File: config.mk
export PLATFORM = sky130hd
export DESIGN_NAME = flux_fifo
export DESIGN_NICKNAME = d
export VERILOG_FILES = /design/src/rtl/flux_fifo.sv
export SDC_FILE = /design/constraint.sdc
export NUM_CORES = 1
export LEC_CHECK = 0
export CAP_MARGIN = 25
export CORE_MARGIN = 4
export CORE_UTILIZATION = 60
export DETAILED_ROUTE_END_ITERATION = 12
export PLACE_DENSITY = 0.79
export SLEW_MARGIN = 20
export SYNTH_ARGS = -nofsm -noshare
export SYNTH_HDL_FRONTEND = slang
export SYNTH_SLANG_ARGS = --single-unit
File: constraint.sdc
create_clock -name clk -period 4.22 [get_ports clk]
set_input_delay 0.633 -clock clk [delete_from_list [all_inputs] [get_ports clk]]
set_output_delay 0.633 -clock clk [all_outputs]
set_load 0.05 [all_outputs]
File: src/rtl/flux_fifo.sv
// Multi-lane, multi-flux FIFO: each lane sorts incoming words by tag into FLUX
// queues and drains one selected queue at a time. Define FLUX_FIFO_ERR_EN to add err.
module flux_fifo #(
  parameter int DATA_WIDTH = 8,
  parameter int FLUX       = 2,
  parameter int PORTS      = 2,
  parameter int DEPTH      = 4,
  localparam int TAGW      = $clog2(FLUX),
  localparam int WIDTH     = DATA_WIDTH + TAGW
) (
  input  logic                     clk,
  input  logic                     rst_n,
  input  logic [WIDTH*PORTS-1:0]   din,
  input  logic                     write,
  output logic [FLUX*PORTS-1:0]    full,
  output logic [WIDTH*PORTS-1:0]   dout,
  input  logic [FLUX*PORTS-1:0]    read,
`ifdef FLUX_FIFO_ERR_EN
  output logic [2*PORTS-1:0]       err,
`endif
  output logic [FLUX*PORTS-1:0]    empty
);

  localparam int PTRW = $clog2(DEPTH);
  localparam int CNTW = PTRW + 1;

  // Valid/ready: a word is taken when write=1 and its target queue is not full;
  // a word leaves when the selected flux's read bit is 1 and that queue is not empty.

  function automatic logic [TAGW-1:0] wrap_idx(input int v);
    return TAGW'(v % FLUX);
  endfunction

  for (genvar p = 0; p < PORTS; p++) begin : g_lane
    logic [WIDTH-1:0] wdata;
    logic [TAGW-1:0]  wtag;
    logic [PTRW-1:0]  rd_ptr [FLUX];
    logic [PTRW-1:0]  wr_ptr [FLUX];
    logic [CNTW-1:0]  cnt [FLUX];
    logic [CNTW-1:0]  cnt_nxt [FLUX];
    logic [FLUX-1:0]  q_full, q_empty, push, pop;
    logic [TAGW-1:0]  sel, sel_nxt;
    logic             found;
    logic [WIDTH-1:0] mem [FLUX][DEPTH];

    assign wdata = din[p*WIDTH +: WIDTH];
    assign wtag  = wdata[WIDTH-1 -: TAGW];

    always_comb begin
      q_full  = '0;
      q_empty = '0;
      push    = '0;
      pop     = '0;
      for (int f = 0; f < FLUX; f++) begin
        q_full[f]  = (cnt[f] == CNTW'(DEPTH));
        q_empty[f] = (cnt[f] == '0);
        push[f]    = write && (wtag == TAGW'(f)) && (cnt[f] != CNTW'(DEPTH));
        pop[f]     = (sel == TAGW'(f)) && read[p*FLUX+f] && (cnt[f] != '0);
        cnt_nxt[f] = cnt[f] + CNTW'(push[f]) - CNTW'(pop[f]);
      end
    end

    // Round-robin: after a pop the search starts one past the current flux.
    always_comb begin
      sel_nxt = sel;
      found   = 1'b0;
      for (int k = 0; k < FLUX; k++) begin
        if (!found && cnt_nxt[wrap_idx(int'(sel) + int'(|pop) + k)] != '0) begin
          sel_nxt = wrap_idx(int'(sel) + int'(|pop) + k);
          found   = 1'b1;
        end
      end
    end

    always_ff @(posedge clk) begin
      for (int f = 0; f < FLUX; f++) begin
        if (push[f]) mem[f][wr_ptr[f]] <= wdata;
      end
    end

    always_ff @(posedge clk or negedge rst_n) begin
      if (!rst_n) begin
        sel <= '0;
        for (int f = 0; f < FLUX; f++) begin
          rd_ptr[f] <= '0;
          wr_ptr[f] <= '0;
          cnt[f]    <= '0;
        end
      end else begin
        sel <= sel_nxt;
        for (int f = 0; f < FLUX; f++) begin
          cnt[f] <= cnt_nxt[f];
          if (push[f]) wr_ptr[f] <= wr_ptr[f] + PTRW'(1);
          if (pop[f])  rd_ptr[f] <= rd_ptr[f] + PTRW'(1);
        end
      end
    end

    assign full[p*FLUX +: FLUX]  = q_full;
    assign empty[p*FLUX +: FLUX] = q_empty;
    assign dout[p*WIDTH +: WIDTH] = q_empty[sel] ? '0 : mem[sel][rd_ptr[sel]];

`ifdef FLUX_FIFO_ERR_EN
    logic [1:0] err_q;
    always_ff @(posedge clk or negedge rst_n) begin
      if (!rst_n) begin
        err_q <= '0;
      end else begin
        if (write && !(|push))                   err_q[0] <= 1'b1;
        if (|(read[p*FLUX +: FLUX] & ~pop))      err_q[1] <= 1'b1;
      end
    end
    assign err[2*p +: 2] = err_q;
`endif
  end

endmodule
# Word-level counts from Yosys, hierarchy flattened
# Memory sizes are Yosys's and may differ from the RTL's.
# Cells that the tools add are included.
# totals
reg_bits	30
ram_bits	144
word_cells	178
inputBits	25
n_memories	2
out_inout_bits	26
# op_classes
n_mux	58
n_eq_ne	8
reduce_logical	42
n_bitwise	16
n_addsub	20
order_cmp	18
# mem_list
name	words	word_bits	read_ports	rd_ports_with_merged_regs	write_ports	line	text
g_lane[0].mem	2	36	1	0	1	44	logic [WIDTH-1:0] mem [FLUX][DEPTH];
g_lane[1].mem	2	36	1	0	1	44	
# op_table
op	n
36-bit 2-to-1 mux	8
9-bit 2-to-1 mux	10
9-bit demux with 2-bit select	4
36-bit OR reduction	2
9-bit binary-select mux with 2-bit select	2
3-bit 2-to-1 mux	12
3-bit nonzero test	8
1-bit logical AND	22
3-bit greater-or-equal comparator, second input constant	6
2-bit inverter with 3-bit output	6
2-bit by 1-bit adder with 2-bit output, second input constant	8
1-bit 2-to-1 mux	16
3-bit by 1-bit adder with 3-bit output	4
3-bit equality test, second input constant	4
2-bit greater-or-equal comparator, second input constant	6
3-bit logical NOT	4
3-bit by 1-bit < comparator with 1-bit output, second input constant	4
2-bit 2-to-1 mux	6
3-bit inequality test, second input constant	4
1-bit inverter with 2-bit output	6
3-bit by 1-bit subtractor with 3-bit output	4
1-bit by 2-bit < comparator with 1-bit output, second input constant	2
1-bit inverter	4
2-bit nonzero test	2
other kinds (4)	8

# Logic depth before layout (Yosys ltp)
# logic_depth
depth_word	14
mapped_depth	12
ltp_nobuf	11

# Worst setup path before layout
# No wires, ideal clock.
# synth_timing
kind	register to register
from	register g_lane[1].cnt[1] in the netlist's numbering
to	register g_lane[1].sel
setup_slack_ns	0.536
n_path_buf	0
path_stages_with_launch	11
t_arrival_ns	3.563
required_time_ns	4.099
setup_time_ns	0.121
path_cell_list	dfrtp_1 nor3b_1 nor2_1 xnor2_1 ha_1 inv_1 fa_1 xnor2_1 xnor2_1 o32a_1 o22a_1
# synth_lines
element	line	text
start: declaration	39	logic [CNTW-1:0] cnt [FLUX];
start signal: indexed assignment	92	cnt[f] <= cnt_nxt[f];
end signal: assignment	90	sel <= sel_nxt;
end: declaration	42	logic [TAGW-1:0] sel, sel_nxt;

# Final worst setup path
# layout_timing
from	register g_lane[1].sel
to	output port dout[17]
# layout_via
elab_chain_cells	9
elab_cells_between_ends	12
classes_between	mux (9); bitwise (2); memory (1)
# layout_lines
element	line	text
1-bit inverter with 2-bit output (not written as such)	101	assign dout[p*WIDTH +: WIDTH] = q_empty[sel] ? '0 : mem[sel][rd_ptr[sel]];
2-bit 2-to-1 mux (not written as such) (3 in a row)	101	
2-bit inverter with 3-bit output (not written as such)	101	
9-bit binary-select mux with 2-bit select	101	
9-bit 2-to-1 mux (not written as such) (2 in a row)	101	
9-bit 2-to-1 mux *	101	
end: declaration	16	output logic [WIDTH*PORTS-1:0] dout,
# Every way passes the cells marked *; elsewhere a longest branch is shown, timed or not. The select of a mux whose other input is x is not followed.

==> impl_metrics.ini <==
[job]
cap_violations = 0

[setup_path]
crit_path_start_kind = flop
r2r_setup_slack_ns = 1.07
slowest_delay_ns = 0.89
cp.required_ns = 3.59
arrival_ns = 3.19
crit_type = flop to output pin
crit_fanout = 33
cp_slowest_cell = clkdlybuf4s50_1
critPathCaptureType = output pin
path_cells = buf_4, inv_2, mux2_4, nor4_1, clkdlybuf4s50_1

[yosys]
synth.most_common_cell = edfxtp_1
synth_flop_cell = edfxtp_1
synth_top_area_share_pct = 58.2
yosys_warnings = 0
synth_common_cells = edfxtp_1 (144), mux2i_1 (40), nand2_1 (34)
synth_area_leader_cell = edfxtp_1
avgSynthCellArea_sq_um = 15.6
netlist_area_sq_um = 7430
ys_seq_area_share_pct = 68.3
ys_types = 44
synth_nets = 528
synthCells = 477
synth-seq-cells = 174
async_flop_share_pct = 17.2
synth-edff-count = 144
synth_area_leaders = edfxtp_1 (58%), dfrtp_1 (10%), mux2i_1 (5.4%)

[floorplanning]
core_sq_um = 12100
start_util_pct = 61.6
die_h_um = 119
rows = 40
dieWidth_um = 119
die_area_sq_um = 14200
ios = 51

[route]
first_pass_iters = 5
dr_total_vias = 4236
drt-total-wl_um = 14700
drc = 0
drt_iter0_drc = 437
routedWlPerCell_um = 20.5
ant_nets = 0
viasPerCell = 5.89

[clock_network]
clkLatencyLatePin_ns = 0.43
ctsRootBufferMaster = clkbuf_16
ctsHoldBuffers = 0
cts_buffers = 17
htree_levels = 4
postCtsSetupRepairBufs = 0
clkSinkCount = 174
clockBufferDepth = 2
tritoncts = done
clk_pin_slew_ns = 0.06
cts_resized = 0

[outcome]
status = completed

[sta]
fin_skew_ns = 0.00904
setup_viol = 0
finalHoldViolCount = 0
fin_crit_sh_pct = 90.6
setup_tns_ns = 0
tightest_slew_ns = 0.709
finalMaxSlewViolations = 0
min_period_ns = 3.83
fmax_mhz = 261
rsz0062_at_grt = false
slew_headroom_pct = 52.8

[global_routing]
grt_pass1_vias = 4256
grt_util_all_layers_pct = 21.9
overflow = 0
grt_max_degree = 34
grt_pass1_wl_um = 23400
antenna_found_initial = 0

[finish]
syn_to_final_growth_pct = 17.3
antenna_cells = 0
fillers = 743
final_util_pct = 72.3
drive_gt1_share_pct = 10.9
fin_cells = 719
nets = 589
final_cell_area_sq_um = 8720

[placement]
placed_cell_area_sq_um = 8100
place.gp.congestion = 0.798
dp.cells = 687
numPortBuffers = 50
dp_hpwl_um = 9420

[hold_path]
hold_class = flop to flop
[metal layers]
metal	GRT usage (%)	vias to the layer above	part of all wire (%)
li1	-	1940	-
met1	30.6	2087	42
met2	33.6	185	48
met3	5.94	24	8.0
met4	7.30	0	1.6
met5	0	-	0
[path summary, 6_finish.rpt]
check | cells past startpoint | endpoint | startpoint
setup / recovery | 5 | dout[17] | g_lane[1].sel
hold / removal | 1 | g_lane[1].rd_ptr[0] | g_lane[1].rd_ptr[0]
setup reg to reg | 11 | g_lane[1].sel | g_lane[1].cnt[4]
hold reg to reg | 1 | g_lane[1].rd_ptr[0] | g_lane[1].rd_ptr[0]
max in group asynchronous | 2 | g_lane[0].rd_ptr[0] | rst_n
min in group asynchronous | 1 | g_lane[1].cnt[4] | rst_n
[area by class of cell]
type / instances / area [sq um] / area share (%)
inverter: 25 / 93.8 / 1.08
multi-input combinational: 262 / 2170 / 24.9
clock buffer: 18 / 429 / 4.92
clock inverter: 14 / 190 / 2.18
tap: 168 / 210 / 2.41
timing repair buffer: 58 / 551 / 6.31
sequential: 174 / 5070 / 58.2
[metrics by stage]
| stage | hold slack (ns) | worst slack (ns) |
|---|---|---|
| finish | 0.550 | 0.395 |
| global route | 0.578 | 0.337 |
| CTS | 0.548 | 0.416 |
| detailed placement | 0.522 | 0.634 |
| global placement | 0.525 | 0.775 |
| floorplan | 0.337 | 0.536 |
[sequential cells by signal, summed over array words and instances, names as in the netlist]
signal         count
g_lane.cnt        12
g_lane.mem       144
g_lane.rd_ptr      8
g_lane.sel         2
g_lane.wr_ptr      8
[cell families (layout without fill, tap and decap cells)]
family,count (synthesis),count (layout),share of synthesized area [%]
xor gates and xnor gates,20,20,2.74
DFF,174,174,68.3
adders and majority gates,26,26,4.78
buffers and inverters,41,115,2.56
muxes,54,54,7.81
and+or+nand+nor,90,90,6.33
AOI/OAI and AO/OA,72,72,7.52
[layout by cell type, fill, tap and decap left out, types with 12 or more instances in the layout]
master and instances:
edfxtp_1 144, clkdlybuf4s50_1 46, mux2i_1 40, nand2_1 34, dfrtp_1 30, inv_1 24, ha_1 22, a221oi_1 17
clkbuf_16 17, and2_1 16, xnor2_1 15, a21oi_1 14, buf_4 12
[worst max-delay path: cells and delay by family, from the launching register on]
family | cells | cell delay, ns
and+or+nand+nor | 1 | 0.46
DFF | 1 | 0.49
muxes | 1 | 0.38
buffers and inverters | 3 | 1.43
Power is left out: the tool's default activity adds up to more than one toggle a clock period on the data nets, which glitch-free logic cannot reach.
